## config.mk

```make
export PLATFORM = sky130hd
export DESIGN_NAME = instr_fetch_buffer
export DESIGN_NICKNAME = d
export VERILOG_FILES = /design/src/rtl/instr_fetch_buffer.sv
export SDC_FILE = /design/constraint.sdc
export NUM_CORES = 1
export LEC_CHECK = 0
export ABC_AREA = 1
export CAP_MARGIN = 20
export CORE_ASPECT_RATIO = 1.4
export CORE_MARGIN = 5
export CORE_UTILIZATION = 30
export DETAILED_ROUTE_END_ITERATION = 7
export PLACE_DENSITY = 0.53
export RECOVER_POWER = 25
export SLEW_MARGIN = 10
export SYNTH_ARGS = -nofsm -noshare
export SYNTH_HDL_FRONTEND = slang
export SYNTH_SLANG_ARGS = --single-unit
```

## constraint.sdc

```tcl
create_clock -name clk -period 4.98 [get_ports clk]
set_clock_uncertainty 0.2 [all_clocks]
set_input_delay 0.996 -clock clk [delete_from_list [all_inputs] [get_ports clk]]
set_output_delay 0.996 -clock clk [all_outputs]
set_load 0.01 [all_outputs]
```

## src/rtl/instr_fetch_buffer.sv

```systemverilog
// Fetch stage between the program counter and decode: issues each accepted PC to a
// 1-cycle synchronous instruction memory and queues {instruction, PC} in a small FIFO.
module instr_fetch_buffer #(
    parameter int ADDR_WIDTH = 32,
    parameter int DATA_WIDTH = 32,
    parameter int DEPTH      = 4
) (
    input  logic                         clk,
    input  logic                         rst,
    input  logic [ADDR_WIDTH-1:0]        pc_in,
    input  logic                         pc_valid,
    output logic                         pc_stall,
    output logic                         imem_req,
    output logic [ADDR_WIDTH-1:0]        imem_addr,
    input  logic [DATA_WIDTH-1:0]        imem_rdata,
    input  logic                         flush,
    output logic [DATA_WIDTH-1:0]        instr_out,
    output logic [ADDR_WIDTH-1:0]        instr_pc,
    output logic                         instr_valid,
    input  logic                         instr_ready,
    output logic [$clog2(DEPTH+1)-1:0]   count
);
    localparam int PTR_W = $clog2(DEPTH);
    localparam int CNT_W = $clog2(DEPTH+1);

    logic [DATA_WIDTH-1:0] data_mem [DEPTH];
    logic [ADDR_WIDTH-1:0] pc_mem   [DEPTH];

    logic [PTR_W-1:0]      wr_ptr_q, wr_ptr_d;
    logic [PTR_W-1:0]      rd_ptr_q, rd_ptr_d;
    logic [CNT_W-1:0]      count_q, count_d;
    logic                  inflight_v_q;
    logic [ADDR_WIDTH-1:0] inflight_pc_q;

    logic [CNT_W:0]        occupancy;
    logic                  accept;
    logic                  push;
    logic                  pop;

    always_comb begin
        // An in-flight fetch already owns a FIFO slot, so it counts toward the stall.
        occupancy   = {1'b0, count_q} + (CNT_W+1)'(inflight_v_q);
        pc_stall    = occupancy >= (CNT_W+1)'(DEPTH);
        accept      = pc_valid & ~pc_stall & ~flush;
        imem_req    = accept;
        imem_addr   = pc_in;

        instr_valid = (count_q != '0) & ~flush;
        push        = inflight_v_q & ~flush;
        pop         = instr_valid & instr_ready;
        instr_out   = instr_valid ? data_mem[rd_ptr_q] : '0;
        instr_pc    = instr_valid ? pc_mem[rd_ptr_q]   : '0;

        wr_ptr_d    = push ? wr_ptr_q + PTR_W'(1) : wr_ptr_q;
        rd_ptr_d    = pop  ? rd_ptr_q + PTR_W'(1) : rd_ptr_q;
        count_d     = count_q + CNT_W'(push) - CNT_W'(pop);
    end

    assign count = count_q;

    // NOTE: sequential state uses non-blocking (<=) so every register samples pre-edge values.
    always_ff @(posedge clk) begin
        if (rst) begin
            wr_ptr_q      <= '0;
            rd_ptr_q      <= '0;
            count_q       <= '0;
            inflight_v_q  <= 1'b0;
            inflight_pc_q <= '0;
        end else if (flush) begin
            wr_ptr_q      <= '0;
            rd_ptr_q      <= '0;
            count_q       <= '0;
            inflight_v_q  <= 1'b0;
        end else begin
            wr_ptr_q      <= wr_ptr_d;
            rd_ptr_q      <= rd_ptr_d;
            count_q       <= count_d;
            inflight_v_q  <= accept;
            if (accept) begin
                inflight_pc_q <= pc_in;
            end
        end
    end

    // NOTE: storage has no reset; entries are only observed while count marks them valid.
    always_ff @(posedge clk) begin
        if (push) begin
            data_mem[wr_ptr_q] <= imem_rdata;
            pc_mem[wr_ptr_q]   <= inflight_pc_q;
        end
    end

endmodule

```

# Yosys cells after proc, flatten, opt, wreduce, memory -nomap -nowiden
# Memories as Yosys holds them, arrays and structs flattened. A register that Yosys moved wholly into a read port is not among the register bits.
# Cells that the tools add are included.
[word_totals]
memories = 2
ram_bits = 256
reg_bits = 40
in_bits = 69
[mem_list]
columns = ["memory", "depth", "width", "rd", "rd_clocked_by_memory_dff", "wr", "line", "source"]
rows = [
  ["data_mem", 4, 32, 1, 1, 1, "26", "logic [DATA_WIDTH-1:0] data_mem [DEPTH];"],
  ["pc_mem", 4, 32, 1, 1, 1, "27", "logic [ADDR_WIDTH-1:0] pc_mem [DEPTH];"],
]
[classes]
n_mux = 8
magnitude_cmp = 1
n_reduce_logical = 3
n_bitwise = 7
add_sub_neg = 5
[ops]
columns = ["op", "count"]
rows = [
  ["32-bit 2-to-1 mux", 2],
  ["2-bit 2-to-1 mux", 4],
  ["1-bit AND", 5],
  ["2-bit by 1-bit adder with 2-bit output (second input constant)", 2],
  ["3-bit by 1-bit adder with 4-bit output", 1],
  ["4-bit by 3-bit greater-or-equal comparator with 1-bit output (second input constant)", 1],
  ["3-bit by 1-bit adder with 3-bit output", 1],
  ["3-bit nonzero test", 1],
  ["3-bit by 1-bit subtractor with 3-bit output", 1],
  ["1-bit 2-to-1 mux", 2],
  ["1-bit NOT", 2],
  ["2-bit AND reduction", 1],
  ["2-bit OR reduction", 1],
]

# Longest topological paths before layout
# Gate-level depths: netlist (run 1).
[depth]
ltp_word = 6
mapped_depth = 11

# Worst setup path before layout (run 1)
# Ideal clock, no wire load.
[synth_path]
kind = "input -> register"
start = "in flush"
end = "mem data_mem[0][0], enable pin"
n_path_buf = 0
path_stages = 3
arrival_time_ns = 3.891
setup_slack_ns = 0.403
required_time_ns = 4.293
setup_time_ns = 0.487
cell_sequence = "inv_1 nand2_1 nor2_1"
[synth_via]
elab_chain_cells = 4
[synth_rtl]
columns = ["item", "line", "source"]
rows = [
  ["start, declared", "16", "input logic flush,"],
  ["1-bit NOT (no source line)", "--", ""],
  ["1-bit AND", "49", "push = inflight_v_q & ~flush;"],
  ["1-bit 2-to-1 mux", "87", "if (push) begin"],
  ["1-bit 2-to-1 mux (not written as such)", "88", "data_mem[wr_ptr_q] <= imem_rdata;"],
  ["end, declared", "26", ""],
]
# No other way between the ends.

# Worst setup path in the final report (run 1)
[layout_path]
start = "in flush"
end = "out instr_pc[29]"
[layout_via]
elab_chain_cells = 3
[layout_rtl]
columns = ["item", "line", "source"]
rows = [
  ["1-bit NOT (no source line)", "--", ""],
  ["1-bit AND", "48", "instr_valid = (count_q != '0) & ~flush;"],
  ["32-bit 2-to-1 mux", "52", "instr_pc = instr_valid ? pc_mem[rd_ptr_q] : '0;"],
  ["end, declared", "18", "output logic [ADDR_WIDTH-1:0] instr_pc,"],
]
# No other way between the ends.

==> results.json, run 1 <==
{
  "slew_viol_final": 0,
  "die_area_mm2": 0.0446,
  "diodes": 0,
  "hold-path-cell-count": 0,
  "start_util_pct": 30.2,
  "max-slew-margin-rel_pct": 39.1,
  "routed_wl_um": 29600,
  "design_area_mm2": 0.0151,
  "dieWidth_um": 180,
  "postCtsSetupBuffers": 0,
  "fmax_mhz": 240,
  "ys_types": 20,
  "yosysWarnings": 0,
  "p_leak_nw": 5.27,
  "hold_viol": 0,
  "dp_hpwl_um": 16800,
  "hold_ws_ns": 0.296,
  "finalPower_w": 0.00520,
  "syn_to_final_growth_pct": 24.7,
  "cp.depth": 6,
  "core_mm2": 0.0402,
  "antenna_found_initial": 1,
  "holdBufCountCts": 0,
  "setup_tns_ns": 0,
  "endpoint_kind": "primary output",
  "htree_levels": 1,
  "fp-row-count": 87,
  "path_clk_slew_ns": 0.06,
  "die-height_um": 248,
  "grt_pass1_wl_um": 45500,
  "first_global_vias": 7929,
  "nNetsFinal": 1267,
  "crit_type": "in2out",
  "postRouteAntennaNets": 0,
  "grt_max_degree": 129,
  "rsz0062_at_grt": "false",
  "tightest_slew_ns": 0.914,
  "crit_chain": "clkdlybuf4s50_1, inv_1, nand2_4, buf_4, a21oi_1, clkdlybuf4s50_1",
  "syn_inst": 1069,
  "synth_top_area_share_pct": 63.5,
  "period_needed_ns": 4.17,
  "critPathBufInv": 4,
  "post_dp_cell_area_mm2": 0.0141,
  "path_common_cell": "clkdlybuf4s50_1",
  "portBuffers": 170,
  "dr.pass1.iters": 6,
  "overflow": 0,
  "synth_fp_nets": 1146,
  "synthTopCellsByArea": "edfxtp_1 (63%), nor2_1 (9.3%), dfxtp_1 (6.9%), o21ai_0 (4.8%), a21oi_1 (4.1%)",
  "slowest_delay_ns": 0.55,
  "crit_slowest_cell": "clkdlybuf4s50_1",
  "worstSkewPairLatency_ns": 0.56,
  "finalCritPeriodShare_pct": 83.6,
  "via_per_inst": 4.53,
  "ios": 171,
  "via_count": 7916,
  "cts-root-buf": "clkbuf_16",
  "worst-r2r-cell-count": 8,
  "cts_tree": "yes",
  "maxCapViolCount": 0,
  "crit_arrival_ns": 2.97,
  "yosys.area.top_type": "edfxtp_1",
  "finalSetupViolCount": 0,
  "grtUsageTotal_pct": 12.9,
  "first_iter_violations": 347,
  "path_delay_family": "buffers and inverters",
  "drive_gt1_share_pct": 6.26,
  "powerDensity_mw_per_mm2": 344,
  "clkSinkCount": 298,
  "synth_seq_cells": 298,
  "cts_buffer_depth": 3,
  "yosysSeqAreaShare_pct": 70.4,
  "start_kind": "primary input",
  "vdd_drop_max_uv": 218,
  "cp.required_ns": 3.78,
  "drc": 0,
  "critPathMaxFanout": 34,
  "wl_per_cell_um": 16.9,
  "status": "completed",
  "place_congestion": 0.706,
  "cts_resized": 0,
  "hp-class": "reg2reg",
  "cts_buffers": 30,
  "syn_area_per_cell_um2": 11.3,
  "syn_area_mm2": 0.0121
}
[synth_stat cells]
cell type  instances
a21oi_1          100
buf_1             11
buf_2             15
buf_4             36
buf_6             15
clkbuf_1          20
dfxtp_1           42
edfxtp_1         256
fa_1               1
ha_1               7
inv_1             52
inv_2              2
nand2_1           44
nand2_2            1
nand3_1           33
nor2_1           301
o21ai_0          117
o21ai_1           13
xnor2_1            2
xor2_1             1
[worst paths after layout]
check	slack, ns	endpoint	startpoint
hold / removal	0.30	pc_mem[0][22]	inflight_pc_q[22]
hold reg to reg	0.30	pc_mem[0][22]	inflight_pc_q[22]
setup reg to reg	2.64	inflight_pc_q[2]	count[1]
setup / recovery	0.81	instr_pc[29]	flush
[layout by cell type (no fill, tap or decap), drive strengths merged, types with 9 or more instances in the layout]
cell type / count
buf: 16
nand2: 45
a21oi: 100
nor2: 301
dfxtp: 42
clkdlybuf4s50: 161
dlygate4sd3: 9
nand3: 33
clkbuf: 40
clkinv: 11
o21ai: 130
inv: 54
edfxtp: 256
[where the power goes]
part / switching (W) / internal [W]
registers: 0.0000249 / 0.00274
clock network: 0.000932 / 0.00129
logic: 0.000104 / 0.000107
total: 0.00106 / 0.00414
[state kept, by name (all words and copies together) (netlist names), named ones only]
signal         cells
wr_ptr_q           2
pc_mem           128
inflight_v_q       1
inflight_pc_q     32
rd_ptr_q           2
count              3
data_mem         128
[logic make-up (layout without fill, tap and decap cells)]
group / count (synthesis) / after routing / synth area share, %
flip-flops: 298 / 298 / 70.4
AO/OA/AOI/OAI: 230 / 230 / 9.50
XOR/XNOR: 3 / 3 / 0.217
adder cells (fa/ha/maj): 8 / 8 / 0.888
buffers and inverters: 151 / 296 / 6.88
AND/OR/NAND/NOR: 379 / 379 / 12.1
[final cells by class]
cell class,instances,area (µm²)
Multi-Input combinational cell,620,2800
Fill cell,3890,25100
Timing Repair Buffer,186,1910
Clock buffer,40,840
Inverter,54,204
Clock inverter,16,151
Tap cell,534,668
Sequential cell,298,8540
[metrics by stage]
stage               setup WS, ns  util [%]  instances
floorplan                  0.403         -       1069
global placement           0.719      35.1       1692
detailed placement         0.716      35.1       1692
CTS                        0.716      37.6       1748
global route               0.645      37.6       1748
finish                     0.815      37.6       1748
[metal layers]
metal / up-vias / global-route usage (%) / part of all wire [%]
li1: 3869 / - / -
met1: 3843 / 15.8 / 42
met2: 171 / 23.4 / 51
met3: 33 / 2.29 / 4.7
met4: 0 / 3.57 / 1.8
met5: - / 0 / 0
Note: power is estimated with default switching activity, not from simulation.
==> inputs of run 2 (changes only) <==
Settings changed: PLACE_DENSITY 0.53 to 0.55.
Clock period 4.98 ns to 3.7 ns, I/O delays scaled along.
==> results.json, run 2 (synthesis gave the netlist of run 1 again) <==
{
  "p_leak_nw": 5.28,
  "die-height_um": 248,
  "critPathMaxFanout": 64,
  "place_congestion": 0.743,
  "dp_worst_setup_slack_ns": 0.184,
  "top_regs": "data_mem: 128 flops, pc_mem: 128 flops, inflight_pc_q: 32 flops",
  "hp-class": "reg2reg",
  "postCtsSetupBuffers": 0,
  "syn_to_final_growth_pct": 24.7,
  "dp_hpwl_um": 17400,
  "path_clk_slew_ns": 0.06,
  "finalCritPeriodShare_pct": 94.6,
  "fp-row-count": 87,
  "antenna_found_initial": 0,
  "crit_chain": "buf_4, nor2_1, o21ai_0, a21oi_1, buf_4, clkdlybuf4s50_1",
  "holdBufCountCts": 0,
  "cts-root-buf": "clkbuf_16",
  "rsz0062_at_grt": "false",
  "core_mm2": 0.0402,
  "start_kind": "register",
  "drc": 0,
  "drive_gt1_share_pct": 6.15,
  "wl_per_cell_um": 16.6,
  "crit_slowest_cell": "buf_4",
  "first_iter_violations": 363,
  "grt_pass1_wl_um": 45000,
  "portBuffers": 170,
  "path_delay_family": "buffers and inverters",
  "clkSinkCount": 298,
  "cp.depth": 6,
  "final_core_util_pct": 37.6,
  "nNetsFinal": 1275,
  "via_per_inst": 4.52,
  "fmax_mhz": 286,
  "crit_type": "reg2out",
  "start_util_pct": 30.2,
  "slowest_delay_ns": 0.72,
  "critPathBufInv": 3,
  "first_global_vias": 8036,
  "grt_max_degree": 75,
  "slew_viol_final": 0,
  "powerDensity_mw_per_mm2": 448,
  "finalSetupViolCount": 0,
  "tightest_slew_ns": 0.922,
  "postRouteAntennaNets": 0,
  "status": "completed",
  "layout_setup_ws_ns": 0.199,
  "dp_cells": 1701,
  "dieWidth_um": 180,
  "overflow": 0,
  "cts_buffers": 29,
  "worstSkewPairLatency_ns": 0.54,
  "hold_viol": 0,
  "n_fill_cell": 3853,
  "crit_arrival_ns": 2.56,
  "worst-r2r-cell-count": 11,
  "hold-path-cell-count": 0,
  "max-slew-margin-rel_pct": 38.5,
  "ios": 171,
  "finalPower_w": 0.00677,
  "cts_tree": "yes",
  "maxCapViolCount": 0,
  "ff_latch_area_mm2": 0.00854,
  "grtUsageTotal_pct": 12.7,
  "multi_input_area_mm2": 0.00280,
  "die_area_mm2": 0.0446,
  "layout_common_cells": "nor2_1 (296), edfxtp_1 (256), clkdlybuf4s50_1 (160)",
  "htree_levels": 1,
  "cts_resized": 1,
  "cts_buffer_depth": 3,
  "layout_commonest_cell": "nor2_1",
  "path_common_cell": "buf_4",
  "layout.cells.non_filler": 1754,
  "vdd_drop_max_uv": 296,
  "cp.required_ns": 2.76,
  "via_count": 7922,
  "endpoint_kind": "primary output",
  "dr.pass1.iters": 5,
  "routed_wl_um": 29200,
  "period_needed_ns": 3.50
}
run 2: changes by cell type in the layout (fill, tap and decap cells not counted), moves of 2 or more:
cell        before  now
clkbuf_1         6    8
clkbuf_8         3    1
clkinvlp_4       3    1
clkinv_4         3    1
inv_4            0    2
clkinv_1         1    5
buf_4            9   16
clkbuf_16       31   29
clkinv_2         7    5
buf_12           7    9
run 2: cell type report:
class / count / share of cell area, %
antenna: 1 / 0.0166
inverter: 54 / 1.38
timing repair buffer: 195 / 13.3
multi-input combinational: 620 / 18.5
tap: 534 / 4.42
sequential: 298 / 56.5
clock inverter: 14 / 0.795
clock buffer: 38 / 5.10
run 2: power by group:
group	switching, W	total [W]	internal, W
clock network	0.00117	0.00276	0.00160
logic	0.000140	0.000286	0.000146
registers	0.0000312	0.00372	0.00369
total	0.00134	0.00677	0.00543
run 2: metrics by stage:
stage / area, µm² / hold WS (ns) / setup TNS, ns
floorplan: 12100 / 0.261 / -158.99
global placement: 14200 / 0.276 / 0
detailed placement: 14200 / 0.284 / 0
CTS: 15100 / 0.301 / 0
global route: 15100 / 0.321 / 0
finish: 15100 / 0.302 / 0
run 2: final timing paths:
| kind | start | slack (ns) | endpoint |
|---|---|---|---|
| setup / recovery | register | 0.20 | instr_pc[8] |
| hold / removal | inflight_pc_q[15] | 0.30 | pc_mem[1][15] |
| setup reg to reg | count[1] | 1.36 | count[2] |
| hold reg to reg | inflight_pc_q[15] | 0.30 | pc_mem[1][15] |
run 2: routing by layer:
metal	up-vias	routed length [µm]	GRT usage (%)
met5	-	0	0
met4	0	454	3.74
met3	26	1350	2.14
met2	174	15100	23.4
met1	3836	12300	15.3
li1	3886	-	-
